$ cat src/rtl/ps2_pkg.sv
// Shared types and scancode constants for the PS/2 keyboard receiver.
package ps2_pkg;

    typedef enum logic [1:0] {
        IDLE,
        DATA,
        PARITY,
        STOP
    } rx_state_t;

    localparam logic [7:0] SC_BREAK = 8'hF0;
    localparam logic [7:0] SC_EXT   = 8'hE0;
    localparam logic [7:0] SC_SPACE = 8'h29;

endpackage

$ cat src/rtl/ps2_line_filter.sv
// Two-flop synchroniser followed by a stability filter for one raw PS/2 line.
module ps2_line_filter #(
    parameter int FILTER_LEN = 8
) (
    input  logic clk,
    input  logic rst,
    input  logic raw,
    output logic filt
);

    localparam int CW = $clog2(FILTER_LEN + 1);

    logic [1:0]    sync_q, sync_d;
    logic [CW-1:0] cnt_q, cnt_d;
    logic          filt_q, filt_d;

    // The counter only runs while the synchronised level disagrees with the
    // filtered one, so any run shorter than FILTER_LEN samples is discarded.
    always_comb begin
        sync_d = {sync_q[0], raw};
        cnt_d  = '0;
        filt_d = filt_q;
        if (sync_q[1] != filt_q) begin
            if (cnt_q == CW'(FILTER_LEN - 1)) begin
                filt_d = sync_q[1];
            end else begin
                cnt_d = cnt_q + CW'(1);
            end
        end
    end

    always_ff @(posedge clk) begin
        if (rst) begin
            sync_q <= 2'b11;
            cnt_q  <= '0;
            filt_q <= 1'b1;
        end else begin
            sync_q <= sync_d;
            cnt_q  <= cnt_d;
            filt_q <= filt_d;
        end
    end

    assign filt = filt_q;

endmodule

$ cat src/rtl/ps2_keyboard_rx.sv
// PS/2 device-to-host frame receiver with F0/E0 prefix decoding and the
// flap / space-held outputs used by the game logic.
module ps2_keyboard_rx
    import ps2_pkg::*;
#(
    parameter int FILTER_LEN     = 8,
    parameter int TIMEOUT_CYCLES = 200_000
) (
    input  logic       clk,
    input  logic       rst,
    input  logic       ps2_clk,
    input  logic       ps2_data,
    output logic [7:0] byte_out,
    output logic       byte_valid,
    output logic       frame_err,
    output logic [7:0] key_code,
    output logic       key_ext,
    output logic       key_break,
    output logic       key_valid,
    output logic       flap_pulse,
    output logic       space_held
);

    localparam int TW = $clog2(TIMEOUT_CYCLES);

    logic clk_filt, data_filt, fall;

    ps2_line_filter #(.FILTER_LEN(FILTER_LEN)) u_clk_filter (
        .clk  (clk),
        .rst  (rst),
        .raw  (ps2_clk),
        .filt (clk_filt)
    );

    ps2_line_filter #(.FILTER_LEN(FILTER_LEN)) u_data_filter (
        .clk  (clk),
        .rst  (rst),
        .raw  (ps2_data),
        .filt (data_filt)
    );

    rx_state_t     state_q, state_d;
    logic [2:0]    bit_cnt_q, bit_cnt_d;
    logic [7:0]    shift_q, shift_d;
    logic          parity_q, parity_d;
    logic [TW-1:0] timeout_q, timeout_d;
    logic          clk_prev_q, clk_prev_d;
    logic [7:0]    byte_q, byte_d;
    logic          byte_valid_q, byte_valid_d;
    logic          frame_err_q, frame_err_d;
    logic          break_flag_q, break_flag_d;
    logic          ext_flag_q, ext_flag_d;
    logic [7:0]    key_code_q, key_code_d;
    logic          key_ext_q, key_ext_d;
    logic          key_break_q, key_break_d;
    logic          key_valid_q, key_valid_d;
    logic          flap_q, flap_d;
    logic          space_held_q, space_held_d;

    assign fall = clk_prev_q & ~clk_filt;

    always_comb begin
        state_d      = state_q;
        bit_cnt_d    = bit_cnt_q;
        shift_d      = shift_q;
        parity_d     = parity_q;
        timeout_d    = timeout_q;
        clk_prev_d   = clk_filt;
        byte_d       = byte_q;
        byte_valid_d = 1'b0;
        frame_err_d  = 1'b0;
        break_flag_d = break_flag_q;
        ext_flag_d   = ext_flag_q;
        key_code_d   = key_code_q;
        key_ext_d    = key_ext_q;
        key_break_d  = key_break_q;
        key_valid_d  = 1'b0;
        flap_d       = 1'b0;
        space_held_d = space_held_q;

        // A falling edge always wins over an expiring timeout.
        if (fall) begin
            timeout_d = '0;
            case (state_q)
                IDLE: begin
                    if (!data_filt) begin
                        state_d   = DATA;
                        bit_cnt_d = 3'd0;
                    end else begin
                        frame_err_d = 1'b1;
                    end
                end
                DATA: begin
                    shift_d   = {data_filt, shift_q[7:1]};
                    bit_cnt_d = bit_cnt_q + 3'd1;
                    if (bit_cnt_q == 3'd7) begin
                        state_d = PARITY;
                    end
                end
                PARITY: begin
                    parity_d = data_filt;
                    state_d  = STOP;
                end
                STOP: begin
                    state_d = IDLE;
                    if (data_filt && (^{shift_q, parity_q})) begin
                        byte_d       = shift_q;
                        byte_valid_d = 1'b1;
                    end else begin
                        frame_err_d = 1'b1;
                    end
                end
                default: state_d = IDLE;
            endcase
        end else if (state_q != IDLE) begin
            if (timeout_q == TW'(TIMEOUT_CYCLES - 1)) begin
                state_d     = IDLE;
                timeout_d   = '0;
                frame_err_d = 1'b1;
            end else begin
                timeout_d = timeout_q + TW'(1);
            end
        end

        if (frame_err_q) begin
            break_flag_d = 1'b0;
            ext_flag_d   = 1'b0;
        end else if (byte_valid_q) begin
            if (byte_q == SC_BREAK) begin
                break_flag_d = 1'b1;
            end else if (byte_q == SC_EXT) begin
                ext_flag_d = 1'b1;
            end else begin
                key_valid_d  = 1'b1;
                key_code_d   = byte_q;
                key_ext_d    = ext_flag_q;
                key_break_d  = break_flag_q;
                break_flag_d = 1'b0;
                ext_flag_d   = 1'b0;
                if (byte_q == SC_SPACE && !ext_flag_q) begin
                    flap_d       = ~break_flag_q;
                    space_held_d = ~break_flag_q;
                end
            end
        end
    end

    always_ff @(posedge clk) begin
        if (rst) begin
            state_q      <= IDLE;
            bit_cnt_q    <= 3'd0;
            shift_q      <= 8'h00;
            parity_q     <= 1'b0;
            timeout_q    <= '0;
            clk_prev_q   <= 1'b1;
            byte_q       <= 8'h00;
            byte_valid_q <= 1'b0;
            frame_err_q  <= 1'b0;
            break_flag_q <= 1'b0;
            ext_flag_q   <= 1'b0;
            key_code_q   <= 8'h00;
            key_ext_q    <= 1'b0;
            key_break_q  <= 1'b0;
            key_valid_q  <= 1'b0;
            flap_q       <= 1'b0;
            space_held_q <= 1'b0;
        end else begin
            state_q      <= state_d;
            bit_cnt_q    <= bit_cnt_d;
            shift_q      <= shift_d;
            parity_q     <= parity_d;
            timeout_q    <= timeout_d;
            clk_prev_q   <= clk_prev_d;
            byte_q       <= byte_d;
            byte_valid_q <= byte_valid_d;
            frame_err_q  <= frame_err_d;
            break_flag_q <= break_flag_d;
            ext_flag_q   <= ext_flag_d;
            key_code_q   <= key_code_d;
            key_ext_q    <= key_ext_d;
            key_break_q  <= key_break_d;
            key_valid_q  <= key_valid_d;
            flap_q       <= flap_d;
            space_held_q <= space_held_d;
        end
    end

    assign byte_out   = byte_q;
    assign byte_valid = byte_valid_q;
    assign frame_err  = frame_err_q;
    assign key_code   = key_code_q;
    assign key_ext    = key_ext_q;
    assign key_break  = key_break_q;
    assign key_valid  = key_valid_q;
    assign flap_pulse = flap_q;
    assign space_held = space_held_q;

endmodule

$ cat config.mk
export PLATFORM = sky130hd
export DESIGN_NAME = ps2_keyboard_rx
export DESIGN_NICKNAME = d
export VERILOG_FILES = /design/src/rtl/ps2_pkg.sv /design/src/rtl/ps2_line_filter.sv /design/src/rtl/ps2_keyboard_rx.sv
export SDC_FILE = /design/constraint.sdc
export NUM_CORES = 1
export LEC_CHECK = 0
export ABC_AREA = 1
export CORE_UTILIZATION = 45
export CTS_BUF_LIST = sky130_fd_sc_hd__clkbuf_4 sky130_fd_sc_hd__clkbuf_8
export CTS_CLUSTER_DIAMETER = 30
export DETAILED_ROUTE_END_ITERATION = 16
export GPL_ROUTABILITY_DRIVEN = 0
export PLACE_DENSITY = 0.69
export SLEW_MARGIN = 20
export SYNTH_ARGS = -nofsm -noshare
export SYNTH_HDL_FRONTEND = slang
export SYNTH_SLANG_ARGS = --single-unit
$ cat constraint.sdc
create_clock -name clk -period 1.6 [get_ports clk]
set_input_delay 0.48 -clock clk [delete_from_list [all_inputs] [get_ports clk]]
set_output_delay 0.48 -clock clk [all_outputs]
set_load 0.1 [all_outputs]
Word-level counts from Yosys, hierarchy flattened
Cells that the tools add are included. W data, S select, Z words.

Add/subtract/negate cells: 4. Eq/ne operators: 16. Muxes and demuxes: 20. Bitwise logic cells: 12. Reductions and logical operators: 27.

Operators by type and width (count): $add A18 B1 Y18 const B (1); $eq A18 B18 Y1 const B (1); $mux W18 (1); $eq A8 B8 Y1 const B (2); $reduce_and A2 Y1 (6); $not A1 Y1 (11); $mux W1 (10); $mux W2 (5); $reduce_or A3 Y1 (3); $reduce_xor A9 Y1 (1); $add A4 B1 Y4 const B (2); $eq A4 B3 Y1 const B (2); $eq A8 B6 Y1 const B (1); $pmux W2 S4 (1); $reduce_and A4 Y1 (2); $reduce_bool A2 Y1 (4); $ne A3 B3 Y1 const B (2); $pmux W3 S2 (1); $reduce_and A3 Y1 (2); $reduce_or A6 Y1 (1); $reduce_and A5 Y1 (1); $eq A2 B2 Y1 const B (2); $ne A2 B2 Y1 const B (2); $reduce_or A2 Y1 (2); 11 further kinds (13).

Bits in registers: 72. Input bits: 4. Output and inout bits: 23. Word-level logic and storage cells: 102.

Longest topological paths before layout
Gate-level depths: netlist (run 1).

Word-level depth: 5. Gate-level depth with buffers: 13. Mapped depth without buffers: 12.

By module
Synthesis (run 1) repeated with hierarchy kept, for this count alone.

Cells, all modules: 450. Area, all modules: 3344.5 um2.

By module, submodules not included: ps2_keyboard_rx (times used 1, cells an instance 394, area an instance 2821.5 um2, seq. area each 1161.1 um2); ps2_line_filter (times used 2, cells an instance 28, area an instance 261.5 um2, seq. area each 140.1 um2).

Worst setup path before layout (run 1)
Ideal clock, no wire load.

Path kind: register to register. From: register byte_q[4], in the netlist byte_out[4]. To: register key_code_q[7], in the netlist key_code[7]. Setup time: 0.067 ns. Data arrival time: 1.993 ns. Data required time: 1.533 ns. Setup slack: -0.461 ns. Stages on the path, launching flop included: 8. Path buffers: 1. Period minus slack after synthesis: 2.061 ns. Path through: dfxtp_1 inv_1 nor4_1 nor2_1 nand2_1 clkbuf_1 o21ai_0 nor2_1.

Cells in the longest elaborated chain, start to end: 3. Elaborated cells between the ends (all ways): 5. Classes of those cells: eq/ne: 2; bitwise: 2; reduce/logical: 1.

RTL lines: from (decl) (RTL line ps2_keyboard_rx.sv:48) `logic [7:0] byte_q, byte_d;`; from (signal assigned) (RTL line ps2_keyboard_rx.sv:174) `byte_q <= byte_d;`; $eq A8 B8 Y1 (on tied branches) (RTL line ps2_keyboard_rx.sv:131, ps2_keyboard_rx.sv:129); $not A1 Y1 (no source line); $reduce_and A4 Y1 (no source line) (*); to (signal assigned) (RTL line ps2_keyboard_rx.sv:179) `key_code_q <= key_code_d;`; to (decl) (RTL line ps2_keyboard_rx.sv:53) `logic [7:0] key_code_q, key_code_d;`.

Mark *: on every way between the ends. The rest lies on a longest branch, timed or not. A chain may end at the register's enable or synchronous reset.

Worst setup path in the final report (run 1)
From: register byte_q[3], in the netlist byte_out[3]. To: register key_code_q[5], in the netlist key_code[5].

The elaborated chain is that of the path after synthesis.

==> impl_metrics.env, run 1 <==
export IMPL_power_density_nw_per_um2=773
export IMPL_worstSkewPairLatency_ns=0.35
export IMPL_antenna_left=0
export IMPL_end_kind="flop"
export IMPL_antennaDiodeCount=0
export IMPL_maxCapViolCount=0
export IMPL_multi_input_area_um2=1670
export IMPL_hold_viol=0
export IMPL_clock_sinks=72
export IMPL_drive_gt1_share_pct=26.6
export IMPL_crit_arrival_ns=1.81
export IMPL_clock_skew_ns=0.0140
export IMPL_initial_core_util_pct=47.3
export IMPL_crit_path_start="byte_out[3]"
export IMPL_slew_limit_headroom_pct=79.1
export IMPL_total_power_mw=3.46
export IMPL_crit_path_max_fanout=6
export IMPL_grt_pass1_wl_um=12000
export IMPL_hold_class="reg -> reg"
export IMPL_tightest_slew_ns=0.311
export IMPL_cts_max_path_buffers=2
export IMPL_synth_seq_cells=72
export IMPL_drt_total_wl_um=7450
export IMPL_final_min_clock_period_ns=1.57
export IMPL_min_from="u_data_filter.sync_q[0]"
export IMPL_root_buffer="clkbuf_8"
export IMPL_cp_start_kind="flop"
export IMPL_coreArea_um2=6870
export IMPL_setup_viol=0
export IMPL_irDropWorstVdd_mv=0.620
export IMPL_ys_types=32
export IMPL_fin_setup_tns_ns=0
export IMPL_fmax_mhz=635
export IMPL_drc=0
export IMPL_viasPerCell=5.00
export IMPL_synth_seq_area_share_pct=44.3
export IMPL_antenna_found_initial=0
export IMPL_area_growth_pct=37.5
export IMPL_regArea_um2=1490
export IMPL_grt_max_degree=17
export IMPL_num_vias=3057
export IMPL_first_iter_violations=123
export IMPL_fillCellCount=580
export IMPL_final_common_cell="nand2_1"
export IMPL_postCtsHoldBufs=0
export IMPL_ys_warn_count=0
export IMPL_syn_area_per_cell_um2=7.27
export IMPL_hpwl_um=5210
export IMPL_outcome="complete, no violations"
export IMPL_grt_pass1_vias=2713
export IMPL_final_cell_mix="93 x nand2_1, 74 x nor2_1, 53 x dfxtp_1"
export IMPL_htreeDepth=3
export IMPL_routedWlPerCell_um=12.2
export IMPL_syn_num_nets=461
export IMPL_rows=30
export IMPL_syn_inst=447
export IMPL_pre_cts_slack_ns=-0.186
export IMPL_track_usage_pct=20.1
export IMPL_path_clk_slew_ns=0.08
export IMPL_numCtsBuffers=9
export IMPL_ioPinCount=27
export IMPL_gr_total_overflow=0
export IMPL_crit_required_ns=1.84
export IMPL_period_share_pct=98.4
export IMPL_fin_nets=525
export IMPL_fp_dieH_um=87.0
export IMPL_slew_viol_final=0
export IMPL_path_class="reg -> reg"
export IMPL_io_buffers=26
export IMPL_synth_area_um2=3250
export IMPL_setup_slack_ns=0.0264
export IMPL_drt_pass1_iter_count=5
export IMPL_die_x_um=87.0
export IMPL_r2r_start="byte_out[3]"
export IMPL_dieArea_um2=7570
export IMPL_cts_tree="yes"
export IMPL_cellLeakagePower_nw=1.86
export IMPL_rsz0062_at_grt="true"
through the flow:
stage          instances  hold WS, ns  util (%)  instance area (um^2)
6_report             612        0.412      65.1                  4470
5_1_grt              612        0.430      65.1                  4470
4_1_cts              597        0.413      61.7                  4240
3_5_place_dp         581        0.395      58.4                  4010
3_3_place_gp         581        0.394      58.4                  4010
2_1_floorplan        447        0.389         -                  3290
registers in the layout (all words and copies together) (netlist names), 2 cells and up:
signal and flops:
u_data_filter.cnt_q 4, timeout_q 18, state_q 2, key_code 8
u_data_filter.sync_q 2, byte_out 8, u_clk_filter.sync_q 2, u_clk_filter.cnt_q 4
shift_q 8, bit_cnt_q 3
final cells by class:
class	instances	share of cell area, %
repair inverters	1	0.168
multi-input cells	313	37.4
inverters	53	4.59
flip-flops and latches	72	33.2
clock inverters	6	2.02
well taps	96	2.69
repair buffers	61	17.0
clock buffers	10	2.94
synthesized netlist by cell type, drive strengths merged:
cell	count	area, um^2
nand4	15	109
nand3	22	115
xnor2	3	26.3
dfxtp	72	1440
nor3b	2	15.0
a31o	1	8.76
clkinv	2	7.51
nor3	12	70.1
o211ai	1	7.51
xor2	11	96.3
o21ai	22	110
nand2	97	369
buf	6	38.8
o211a	1	10.0
or2	4	25.0
nor2	83	317
a211o	1	8.76
a21oi	22	110
inv	51	191
clkbuf	4	15.0
nor4	3	18.8
nand3b	1	7.51
ha	10	125
a41oi	1	8.76
path summary, 6_finish.rpt:
kind                            slack, ns  depth (start not counted)                       to
worst max-delay path                 0.03                          8              key_code[5]
worst min-delay path                 0.41                          1  u_data_filter.sync_q[1]
worst max register to register       0.03                          8              key_code[5]
worst min register to register       0.41                          1  u_data_filter.sync_q[1]
what timing repair did:
item                                   CTS  global route
setup endpoints to repair                2            37
buffers inserted                         0            13
gates resized for setup                  1            41
pin swaps                                0            11
cloned                                   0             2
endpoints found under the hold margin    0             0
worst max-delay path, stage by stage (launching register included):
cell	delay, ns
dfxtp_4	0.36
inv_2	0.05
nand4_1	0.15
nor3_2	0.26
nor2_1	0.11
nand2_2	0.13
clkinvlp_4	0.20
nor2_2	0.15
nor2_1	0.04
logic make-up after synthesis:
family	Yosys count	share of synthesized area (%)
adders and majority gates	10	3.85
AOI/OAI and AO/OA	49	8.12
DFF	72	44.3
and+or+nand+nor	239	32.2
xor gates and xnor gates	14	3.77
buffers and inverters	63	7.77
power by group:
part	internal, mW	leakage, nW	switching [mW]	total (mW)
logic	0.0338	1.15	0.0414	0.0752
clock network	0.903	0.111	0.693	1.60
registers	1.78	0.593	0.00317	1.79
layer usage:
metal | wire, um | global-route usage [%] | vias up | part of all wire, %
met5 | 0 | 0 | - | 0
met1 | 3330 | 24.5 | 1441 | 45
met4 | 81 | 6.82 | 0 | 1.1
met3 | 225 | 4.55 | 7 | 3.0
li1 | - | - | 1559 | -
met2 | 3820 | 34.9 | 50 | 51
Power figures use the tool's default switching activity.
==> run 2: changes to the inputs <==
Settings changed: CORE_ASPECT_RATIO set to 1.1, PLACE_DENSITY 0.69 to 0.67.
==> run 2 against run 1 <==
Critical path type unchanged; first-iteration DRC count is 6.5% lower; largest power group is now the clock network; die area is essentially flat; hold slack is essentially flat.
==> impl_metrics.env, run 2 (same netlist as run 1, synthesis figures left out) <==
export IMPL_crit_end="shift_q[2]"
export IMPL_cpMaxStageDelayCell="dfxtp_1"
export IMPL_multi_input_area_um2=1660
export IMPL_cts_tree="yes"
export IMPL_fillCellCount=582
export IMPL_rows=32
export IMPL_numCtsBuffers=9
export IMPL_drt_pass1_iter_count=5
export IMPL_dpl_cell_area_um2=4000
export IMPL_grt_pass1_vias=2630
export IMPL_first_iter_violations=115
export IMPL_slew_limit_headroom_pct=72.8
export IMPL_dp_cells=569
export IMPL_irDropWorstVdd_mv=0.680
export IMPL_pre_cts_slack_ns=-0.104
export IMPL_hold_viol=0
export IMPL_final_cell_mix="93 x nand2_1, 76 x nor2_1, 53 x dfxtp_1"
export IMPL_r2r_start="state_q[1]"
export IMPL_clock_sinks=72
export IMPL_dieArea_um2=7570
export IMPL_antennaDiodeCount=0
export IMPL_grt_pass1_wl_um=11600
export IMPL_final_common_cell="nand2_1"
export IMPL_fp_dieH_um=91.2
export IMPL_reg2reg_depth=6
export IMPL_hold_class="reg -> reg"
export IMPL_timing_rr_end="shift_q[2]"
export IMPL_tightest_slew_ns=0.408
export IMPL_num_vias=2970
export IMPL_cp_slowest_stage_delay_ns=0.31
export IMPL_final_min_clock_period_ns=1.53
export IMPL_crit_path_start="state_q[1]"
export IMPL_setup_viol=0
export IMPL_power_density_nw_per_um2=837
export IMPL_area_growth_pct=35.5
export IMPL_root_buffer="clkbuf_8"
export IMPL_die_x_um=83.1
export IMPL_grt_max_degree=29
export IMPL_track_usage_pct=19.1
export IMPL_fmax_mhz=653
export IMPL_clock_skew_ns=0.00733
export IMPL_io_buffers=26
export IMPL_setup_slack_ns=0.0689
export IMPL_routedWlPerCell_um=12.3
export IMPL_fin_setup_tns_ns=0
export IMPL_cp_cell_sequence="inv_1 > buf_4 > ha_1 > nand2_1 > o21ai_0 > a21oi_1"
export IMPL_utilization_pct=62.9
export IMPL_drive_gt1_share_pct=24.6
export IMPL_path_clk_slew_ns=0.08
export IMPL_path_class="reg -> reg"
export IMPL_slew_viol_final=0
export IMPL_final_area_um2=4410
export IMPL_viasPerCell=5.03
export IMPL_drc=0
export IMPL_gr_total_overflow=0
export IMPL_hpwl_um=5120
export IMPL_largest_reg_flops=18
export IMPL_crit_arrival_ns=1.76
export IMPL_top_register="timeout_q"
export IMPL_end_kind="flop"
export IMPL_htreeDepth=3
export IMPL_crit_path_max_fanout=14
export IMPL_postCtsHoldBufs=0
export IMPL_cp_start_kind="flop"
export IMPL_antenna_left=0
export IMPL_fin_cells=590
export IMPL_regArea_um2=1490
export IMPL_antenna_found_initial=0
export IMPL_outcome="complete, no violations"
export IMPL_ioPinCount=27
export IMPL_period_share_pct=95.7
export IMPL_crit_required_ns=1.82
export IMPL_worstSkewPairLatency_ns=0.34
export IMPL_coreArea_um2=7010
export IMPL_cts_max_path_buffers=2
export IMPL_drt_total_wl_um=7240
export IMPL_fin_nets=514
export IMPL_cellLeakagePower_nw=1.81
export IMPL_r2r_slack_ns=0.07
export IMPL_maxCapViolCount=0
export IMPL_initial_core_util_pct=46.4
==> run 2: cell count changes in the layout (fill, tap and decap cells not counted), moves of 2 or more <==
cell      change
buf_6         -2
nor2_4        -3
nor2_1        +2
buf_4        -10
clkbuf_8      +2
==> run 2: final cells by class <==
| cell class | count | area share [%] |
|---|---|---|
| clock buffer | 12 | 3.61 |
| timing repair buffer | 50 | 15.5 |
| multi-input combinational | 313 | 37.7 |
| tap | 85 | 2.41 |
| inverter | 53 | 4.66 |
| sequential | 72 | 33.7 |
| timing repair inverter | 1 | 0.170 |
| clock inverter | 4 | 2.24 |
==> run 2: worst min-delay path by stage <==
stage                           start                      to  depth (start not counted)
3_3_place_gp   u_clk_filter.sync_q[0]  u_clk_filter.sync_q[1]                          1
6_report       u_clk_filter.sync_q[0]  u_clk_filter.sync_q[1]                          1
2_1_floorplan  u_clk_filter.sync_q[0]  u_clk_filter.sync_q[1]                          1
4_1_cts        u_clk_filter.sync_q[0]  u_clk_filter.sync_q[1]                          1
5_1_grt        u_clk_filter.sync_q[0]  u_clk_filter.sync_q[1]                          1
3_5_place_dp   u_clk_filter.sync_q[0]  u_clk_filter.sync_q[1]                          1
==> run 2: metal layers <==
metal | part of all wire (%) | track usage, % | routed length (um) | up-vias
met2 | 50 | 33.3 | 3660 | 53
met5 | 0 | 0 | 0 | -
met4 | 1.2 | 7.76 | 89 | 0
met1 | 45 | 22.6 | 3270 | 1364
met3 | 3.1 | 4.09 | 221 | 12
li1 | - | - | - | 1541
==> run 2: per-stage QoR <==
stage / total power, mW / hold slack (ns)
3_5_place_dp: 1.90 / 0.395
3_3_place_gp: 1.90 / 0.393
4_1_cts: 3.71 / 0.413
6_report: 3.69 / 0.412
2_1_floorplan: 1.86 / 0.389
5_1_grt: 3.79 / 0.437
==> run 2: worst max-delay path: cells and delay by family (launching register included) <==
kind	cells	cell delay [ns]
compound gates	2	0.38
fa+ha+maj	1	0.22
buf+inv	2	0.23
flops	1	0.31
simple gates	1	0.28
==> run 2: power breakdown <==
part	leakage [nW]	switching (mW)	total, mW	internal (mW)
Sequential	0.593	0.00292	1.79	1.78
Clock	0.131	0.685	1.83	1.14
Combinational	1.09	0.0397	0.0720	0.0322
==> run 2: what timing repair did <==
action,in CTS,in global routing
setup endpoints to repair,0,30
buffers inserted,0,3
resized for setup,0,37
==> run 3: changes to the inputs <==
Settings changed: CAP_MARGIN set to 0, CORE_MARGIN set to 5.
==> run 3 against run 2 <==
Fmax down 1.8%; global-route usage shrank 3.0 points; first-iteration DRC count fell by 7.8%; critical path type unchanged; utilization up 0.60 points; combinational power decreased by 7.9%.
==> impl_metrics.env, run 3 (same netlist as run 1, synthesis figures left out) <==
export IMPL_grt_max_degree=29
export IMPL_area_growth_pct=37.6
export IMPL_numCtsBuffers=9
export IMPL_utilization_pct=63.5
export IMPL_path_clk_slew_ns=0.08
export IMPL_ioPinCount=27
export IMPL_outcome="complete, no violations"
export IMPL_fin_nets=520
export IMPL_antennaDiodeCount=0
export IMPL_root_buffer="clkbuf_8"
export IMPL_cp_start_kind="flop"
export IMPL_postCtsHoldBufs=0
export IMPL_cellLeakagePower_nw=1.85
export IMPL_hpwl_um=5270
export IMPL_die_x_um=91.1
export IMPL_first_iter_violations=106
export IMPL_crit_required_ns=1.88
export IMPL_end_kind="flop"
export IMPL_fillCellCount=610
export IMPL_dp_cells=566
export IMPL_slew_viol_final=0
export IMPL_dieArea_um2=9030
export IMPL_coreArea_um2=7050
export IMPL_viasPerCell=5.10
export IMPL_largest_reg_flops=18
export IMPL_rows=32
export IMPL_irDropWorstVdd_mv=0.605
export IMPL_fp_dieH_um=99.2
export IMPL_routedWlPerCell_um=13.0
export IMPL_final_cell_mix="78 x nand2_1, 78 x nor2_1, 51 x dfxtp_1"
export IMPL_fin_setup_tns_ns=0
export IMPL_period_share_pct=97.5
export IMPL_fmax_mhz=641
export IMPL_cts_max_path_buffers=2
export IMPL_crit_path_max_fanout=5
export IMPL_power_density_nw_per_um2=764
export IMPL_clock_skew_ns=0.0107
export IMPL_setup_viol=0
export IMPL_maxCapViolCount=0
export IMPL_io_buffers=26
export IMPL_tightest_slew_ns=0.412
export IMPL_initial_core_util_pct=46.1
export IMPL_htreeDepth=3
export IMPL_num_vias=3038
export IMPL_path_class="reg -> reg"
export IMPL_slew_limit_headroom_pct=72.5
export IMPL_grt_pass1_wl_um=12000
export IMPL_hold_class="reg -> reg"
export IMPL_cts_tree="yes"
export IMPL_worstSkewPairLatency_ns=0.35
export IMPL_crit_arrival_ns=1.84
export IMPL_drt_total_wl_um=7730
export IMPL_antenna_left=0
export IMPL_top_register="timeout_q"
export IMPL_rsz0062_at_grt="true"
export IMPL_hold_viol=0
export IMPL_grt_pass1_vias=2777
export IMPL_drt_pass1_iter_count=5
export IMPL_drive_gt1_share_pct=28.8
export IMPL_final_min_clock_period_ns=1.56
export IMPL_drc=0
export IMPL_gr_total_overflow=0
export IMPL_clock_sinks=72
export IMPL_fin_cells=596
export IMPL_antenna_found_initial=0
export IMPL_track_usage_pct=16.0
==> run 3: repair_timing <==
action	CTS	global route
endpoints found under the setup margin	1	37
gates cloned	0	2
gates resized for setup	2	66
pin swaps	0	27
buffers inserted	0	12
==> run 3: cell type report <==
cell class                      instances  area [um^2]  share of cell area, %
Tap cell                               85          106                   2.38
Timing Repair Buffer                   57          728                   16.3
Sequential cell                        72         1510                   33.8
Clock buffer                            9          124                   2.77
Clock inverter                          7         93.8                   2.10
Multi-Input combinational cell        313         1710                   38.1
Inverter                               53          205                   4.59
==> run 3: worst max-delay path, stage by stage, from the launching register on <==
cell and delay [ns]:
dfxtp_4 0.36, inv_2 0.06, nand4_1 0.13, nor4_2 0.34, nor2_1 0.11, nand2_2 0.13, buf_2 0.17, o21ai_0 0.08
nor2_1 0.10
==> run 3: where the power goes <==
group / total [mW] / switching, mW / internal (mW)
Clock: 1.58 / 0.698 / 0.881
Combinational: 0.0663 / 0.0382 / 0.0281
Sequential: 1.77 / 0.00326 / 1.77
Total: 3.42 / 0.739 / 2.68
==> run 3: through the flow <==
| step | hold WS [ns] | power (mW) | setup WS [ns] | cell area [um^2] |
|---|---|---|---|---|
| 2_1_floorplan | 0.389 | 1.86 | -0.0260 | 3290 |
| 3_3_place_gp | 0.393 | 1.89 | -0.0979 | 3970 |
| 3_5_place_dp | 0.398 | 1.89 | -0.164 | 3970 |
| 4_1_cts | 0.410 | 3.48 | 0.0104 | 4190 |
| 5_1_grt | 0.425 | 3.54 | -0.0674 | 4470 |
| 6_report | 0.407 | 3.42 | 0.0405 | 4470 |
==> run 3: worst paths after layout <==
check | slack, ns | endpoint | cells after the start | from
worst max register to register | 0.04 | key_code[4] | 8 | byte_out[3]
worst min register to register | 0.41 | u_clk_filter.sync_q[1] | 1 | u_clk_filter.sync_q[0]
worst min-delay path | 0.41 | u_clk_filter.sync_q[1] | 1 | u_clk_filter.sync_q[0]
worst max-delay path | 0.04 | key_code[4] | 8 | byte_out[3]
==> run 3: routing by layer <==
metal	track usage, %	vias to the layer above	share of wire, %
li1	-	1559	-
met1	19.4	1398	43
met2	26.5	66	51
met3	4.01	15	4.3
met4	7.90	0	2.1
met5	0	-	0
